[config.mk]
export PLATFORM = sky130hd
export DESIGN_NAME = sa_fifo_ctrl_256x14
export DESIGN_NICKNAME = d
export VERILOG_FILES = /design/src/rtl/sa_fifo_ctrl_256x14_pkg.sv /design/src/rtl/sa_fifo_ctrl_256x14_ram.sv /design/src/rtl/sa_fifo_ctrl_256x14.sv
export SDC_FILE = /design/constraint.sdc
export NUM_CORES = 2
export LEC_CHECK = 0
export CAP_MARGIN = 0
export CORE_MARGIN = 5
export CORE_UTILIZATION = 65
export DETAILED_ROUTE_END_ITERATION = 16
export GPL_TIMING_DRIVEN = 0
export PLACE_DENSITY = 0.78
export SLEW_MARGIN = 25
export SYNTH_ARGS = -nofsm -noshare
export SYNTH_HDL_FRONTEND = slang
export SYNTH_HIERARCHICAL = 1
export SYNTH_SLANG_ARGS = --single-unit
[constraint.sdc]
create_clock -name clk -period 4.9 [get_ports clk]
set_input_delay 0.98 -clock clk [delete_from_list [all_inputs] [get_ports clk]]
set_output_delay 0.98 -clock clk [all_outputs]
set_load 0.005 [all_outputs]
[src/rtl/sa_fifo_ctrl_256x14_pkg.sv]
// sa_fifo_ctrl_256x14_pkg: shared sizes and types for the 256x14 FIFO controller and its RAM macro.
package sa_fifo_ctrl_256x14_pkg;
    localparam int SA_FIFO_DEPTH = 256;
    localparam int SA_FIFO_AW    = 8;
    localparam int SA_FIFO_DW    = 14;
    localparam int SA_FIFO_CW    = SA_FIFO_AW + 1;
    typedef logic [SA_FIFO_CW-1:0] sa_fifo_cnt_t;
    typedef logic [SA_FIFO_AW-1:0] sa_fifo_addr_t;
    typedef logic [SA_FIFO_DW-1:0] sa_fifo_data_t;
endpackage

[src/rtl/sa_fifo_ctrl_256x14_ram.sv]
// sa_ram_rwsp_256x14: two-port single-clock RAM with registered read address and registered output.
module sa_ram_rwsp_256x14
    import sa_fifo_ctrl_256x14_pkg::*;
(
    input  logic                  clk,
    input  logic                  re,
    input  logic                  ore,
    input  logic [SA_FIFO_AW-1:0] ra,
    input  logic                  we,
    input  logic [SA_FIFO_AW-1:0] wa,
    input  logic [SA_FIFO_DW-1:0] di,
    output logic [SA_FIFO_DW-1:0] dout,
    input  logic [31:0]           pwrbus_ram_pd
);
    sa_fifo_data_t mem [SA_FIFO_DEPTH];
    sa_fifo_addr_t ra_q;
    sa_fifo_data_t dout_q;
    logic          pwr_unused;

    assign pwr_unused = ^pwrbus_ram_pd;
    assign dout       = dout_q;

    always_ff @(posedge clk) begin
        if (we) mem[wa] <= di;
        if (re) ra_q <= ra;
        if (ore) dout_q <= mem[ra_q];
    end
endmodule

[src/rtl/sa_fifo_ctrl_256x14.sv]
// sa_fifo_ctrl_256x14: valid/ready FIFO over a 256x14 two-cycle-read RAM plus one output-register entry.
module sa_fifo_ctrl_256x14
    import sa_fifo_ctrl_256x14_pkg::*;
#(
    parameter int DEPTH = SA_FIFO_DEPTH,
    parameter int AW    = SA_FIFO_AW,
    parameter int DW    = SA_FIFO_DW
)(
    input  logic          clk,
    input  logic          reset_,
    input  logic          wr_pvld,
    output logic          wr_prdy,
    input  logic [DW-1:0] wr_pd,
    output logic          rd_pvld,
    input  logic          rd_prdy,
    output logic [DW-1:0] rd_pd,
    output logic [AW:0]   fifo_count,
    output logic          fifo_idle,
    input  logic [31:0]   pwrbus_ram_pd
);
    logic [AW-1:0] wp_q, wp_d, rp_q, rp_d;
    logic [AW:0]   ram_cnt_q, ram_cnt_d;
    logic          p1_vld_q, p1_vld_d, p2_vld_q, p2_vld_d;
    logic          push, ore, issue;

    always_comb begin
        wr_prdy   = ram_cnt_q < (AW+1)'(DEPTH);
        push      = wr_pvld & wr_prdy;
        ore       = p1_vld_q & (~p2_vld_q | rd_prdy);
        // only entries not already sitting in the address stage may be issued
        issue     = (ram_cnt_q - (AW+1)'(p1_vld_q) != '0) & (~p1_vld_q | ore);
        wp_d      = wp_q + AW'(push);
        rp_d      = rp_q + AW'(issue);
        ram_cnt_d = ram_cnt_q + (AW+1)'(push) - (AW+1)'(ore);
        p1_vld_d  = issue | (p1_vld_q & ~ore);
        p2_vld_d  = ore | (p2_vld_q & ~rd_prdy);
    end

    always_ff @(posedge clk or negedge reset_) begin
        if (!reset_) begin
            wp_q      <= '0;
            rp_q      <= '0;
            ram_cnt_q <= '0;
            p1_vld_q  <= 1'b0;
            p2_vld_q  <= 1'b0;
        end else begin
            wp_q      <= wp_d;
            rp_q      <= rp_d;
            ram_cnt_q <= ram_cnt_d;
            p1_vld_q  <= p1_vld_d;
            p2_vld_q  <= p2_vld_d;
        end
    end

    assign rd_pvld    = p2_vld_q;
    assign fifo_count = ram_cnt_q + (AW+1)'(p2_vld_q);
    assign fifo_idle  = fifo_count == '0;

    sa_ram_rwsp_256x14 u_ram (
        .clk           (clk),
        .re            (issue),
        .ore           (ore),
        .ra            (rp_q),
        .we            (push),
        .wa            (wp_q),
        .di            (wr_pd),
        .dout          (rd_pd),
        .pwrbus_ram_pd (pwrbus_ram_pd)
    );

    a_no_push_full: assert property (@(posedge clk) disable iff (!reset_)
        !(push && ram_cnt_q == (AW+1)'(DEPTH)));
    a_cnt_max: assert property (@(posedge clk) disable iff (!reset_)
        ram_cnt_q <= (AW+1)'(DEPTH));
    a_pd_stable: assert property (@(posedge clk) disable iff (!reset_)
        rd_pvld && !rd_prdy |=> $stable(rd_pd));
endmodule

==> metrics <==
worst vdd ir=506 µV; clock tree from TritonCTS=done; smallest hold slack=0.313 ns; Seq cells post-synth=3633; Worst path most repeated cell=buf_2; post-CTS setup buffer count=0; DR vias=77900; max-cap viol count=0; top cell type's share of synthesized area=0.768; via density per instance=7.72; pin count of the biggest net entering global routing=121; die footprint=226000 µm²; H-tree levels=5; first-pass GRT wire length=620 mm; sink count of the clock tree=3633; sequential-to-total area share from yosys stat=0.773; total congestion overflow=0; via count of the first global-routing pass=75700; crit-path leading delay family=buffers and inverters; setup slack after layout=-0.726 ns; synth top area cells=edfxtp_1, mux4_2, mux2i_1; RSZ-0062 raised after global routing=true; type of origin of the critical path=flop; clock tree skew after final layout=0.0452 ns; number of DRC violations after detailed routing=0; fraction of the mapped netlist area in adder cells=0.00280; final count of hold timing violations=0; wire length per cell after detailed routing=45.2 µm; clock latency on the worst-skew pair=1.01 ns; commonest cells after routing, fill and taps aside=edfxtp_1, mux4_2, clkbuf_16, mux2i_1, nor2_2; root buf cell=clkbuf_16; number of nets in the final layout=7021; number of warning messages in the yosys log=6; Placement Rows=171; P_leak=50.9 nW; Crit Path Category=reg2reg; WHS Path Cells=1; post-layout power=81.6 mW; Slew Limit Headroom=0.157; final setup fails=14; routability cong.=1.01; drt first-iter violations=14900; area of the mapped netlist=141000 µm²; simple-gate share of the synthesized area=0.0190; post-route ant nets=0; Max Buffers Root-to-Sink=4; max-slew violation total from the final report=0; synthesized area per cell=22.3 µm²; met2 WL post-DR=199 mm; number of unique standard cell types used by synthesis=71; post-synthesis compound-gate area fraction=0.0261; Gate Count Post-Synth=6324; clock transition at the registers of the reported paths=0.06 ns; Inserted Clock Buffers=361; post-detailed-routing wire length=457 mm; Global Route Usage Sum=0.409; total iterations of the first detailed-routing run=6; IO Port Bufs=43; min-delay worst type=in2reg; routed length on met3=81.8 mm; count of flip-flops with a built-in enable after synthesis=3606; share of synthesized area spent on multiplexers=0.160; xor and xnor fraction of the mapped netlist area=0.00193; max layer used=met5; status=finished, violations left; Area growth syn-to-layout=14.1%; cell chain of the critical path=buf_2, buf_2, buf_2, clkbuf_1, buf_2, a2bb2oi_1, nor3_2, nor4_1, nor3_2; initial core utilization=0.651; number of buffers and inverters on the critical path=5; shortest clock period the worst path allows after layout=5.63 ns; top-level port count=76; setup slack of the worst register-to-register path=-0.73 ns; critical register-to-register path endpoint=u_ram/dout[3]; Mapped Nets=6405; PwrDens=507 nW/µm²; cell taking the most area after synthesis=edfxtp_1; die width=476 µm; length of routed wiring on met1=137 mm; critical path arrival=6.24 ns; endpoint of the worst hold path=u_ram/mem[87][13]; violated checks=negative setup slack; vertical die dimension=476 µm; Max stage delay cell, worst path=nor4_1; most common cell after layout, fill and taps aside=edfxtp_1; critical path peak fanout=10; length in cells of the worst reg-to-reg path=9; top flip-flop cell by instance count after synthesis=edfxtp_1; startpoint of the most critical register-to-register path=u_ram/ra_q[2]; layout cell share with drive strength beyond 1=0.301; Crit. End Element=flop; Worst Tran Pin Value=1.26 ns; DP Wirelength=297 mm; crit share post-route=1.15; WP data required=5.52 ns; aggregate negative setup slack=-4.09 ns; number of antenna violations at the first check in global routing=31; dominant combinational cell family by area after synthesis=multiplexers; Slowest Stage Delay on Critical Path=1.11 ns; async set-or-reset flop fraction in the synthesized netlist=0.00743; Core ar.=217000 µm²; min-delay src=wr_pd[13]; maximum operating frequency=178 MHz
==> stage by stage <==
stage | cell area, µm² | worst slack [ns] | util | instances
2_1_floorplan | 141000 | 1.45 | - | 6324
3_3_place_gp | 145000 | -5.53 | 0.670 | 9221
3_5_place_dp | 149000 | -0.295 | 0.690 | 9433
4_1_cts | 161000 | 0.0136 | 0.743 | 10100
5_1_grt | 161000 | -0.0916 | 0.743 | 10100
6_report | 161000 | -0.726 | 0.743 | 10100
==> area by class of cell <==
cell class	instances	area, µm²
Buffer	366	2460
Sequential cell	3633	109000
Inverter	20	75.1
Timing Repair Buffer	256	3830
Multi-Input combinational cell	2302	30600
Clock inverter	185	1810
Clock buffer	457	9520
Tap cell	2854	3570
Antenna cell	28	70.1
Fill cell	11200	55600
==> state kept, by name, summed over array words and instances, names as in the netlist <==
name        count
u_ram/ra_q      8
rd_pvld         1
p1_vld_q        1
u_ram/mem    3584
wp_q            8
u_ram/dout     14
rp_q            8
ram_cnt_q       9
==> where the power goes <==
group / internal, mW / switching [mW]
combinational: 6.74 / 12.9
clock: 15.6 / 11.6
sequential: 34.5 / 0.242
total: 56.8 / 24.7
==> what timing repair did <==
action	CTS	global route
hold buffers	1	0
gates resized for setup	7	7
hold endpoints to repair	11	0
setup endpoints to repair	7	10
gates cloned	0	0
==> worst register-to-register path, stage by stage (launching register included) <==
cell and delay [ns]:
edfxtp_1 0.31, buf_2 0.20, buf_2 0.50, buf_2 0.62, clkbuf_1 1.00, buf_2 0.72, a2bb2oi_1 0.30, nor3_2 0.19
nor4_1 1.12, nor3_2 0.32
==> Yosys cell counts, types with 16 or more instances <==
cell,number
buf_4,42
o221ai_1,60
a22oi_1,92
inv_1,20
buf_2,74
a22o_1,28
mux4_2,859
clkbuf_1,145
nor2b_1,39
nor2_1,307
xnor2_1,22
ha_1,30
o21bai_1,16
buf_1,33
a211oi_1,65
nor3_1,21
buf_6,47
nor4_1,21
edfxtp_1,3606
nand3_1,42
o22ai_1,34
o21ai_1,17
mux2i_1,290
nand2_1,71
dfrtp_1,27
a21oi_1,82
==> per-layer routing <==
metal / vias to the layer above / track usage
met5: - / 0
met2: 8265 / 0.583
met3: 1771 / 0.193
met1: 39900 / 0.507
li1: 28000 / -
met4: 26 / 0.270
==> worst max path at each step <==
stage / from / to / slack [ns] / cells past startpoint
detailed placement: u_ram/ra_q[1] / u_ram/dout[10] / -0.29 / 10
CTS: u_ram/ra_q[1] / u_ram/dout[1] / 0.01 / 10
global placement: wr_pd[4] / u_ram/mem[176][4] / -5.53 / 1
finish: u_ram/ra_q[2] / u_ram/dout[3] / -0.73 / 9
floorplan: rd_prdy / ram_cnt_q[7] / 1.45 / 10
global route: u_ram/ra_q[1] / u_ram/dout[3] / -0.09 / 10
==> kinds of logic (layout without fill, tap and decap cells) <==
| kind of cell | count (synthesis) | in the layout |
|---|---|---|
| compound gates | 495 | 495 |
| xor+xnor | 31 | 31 |
| fa+ha+maj | 31 | 31 |
| buf+inv | 389 | 1284 |
| flops | 3633 | 3633 |
| mux | 1167 | 1167 |
| other cells | 0 | 28 |
| simple gates | 578 | 578 |
(Power assumes the default switching activity.)
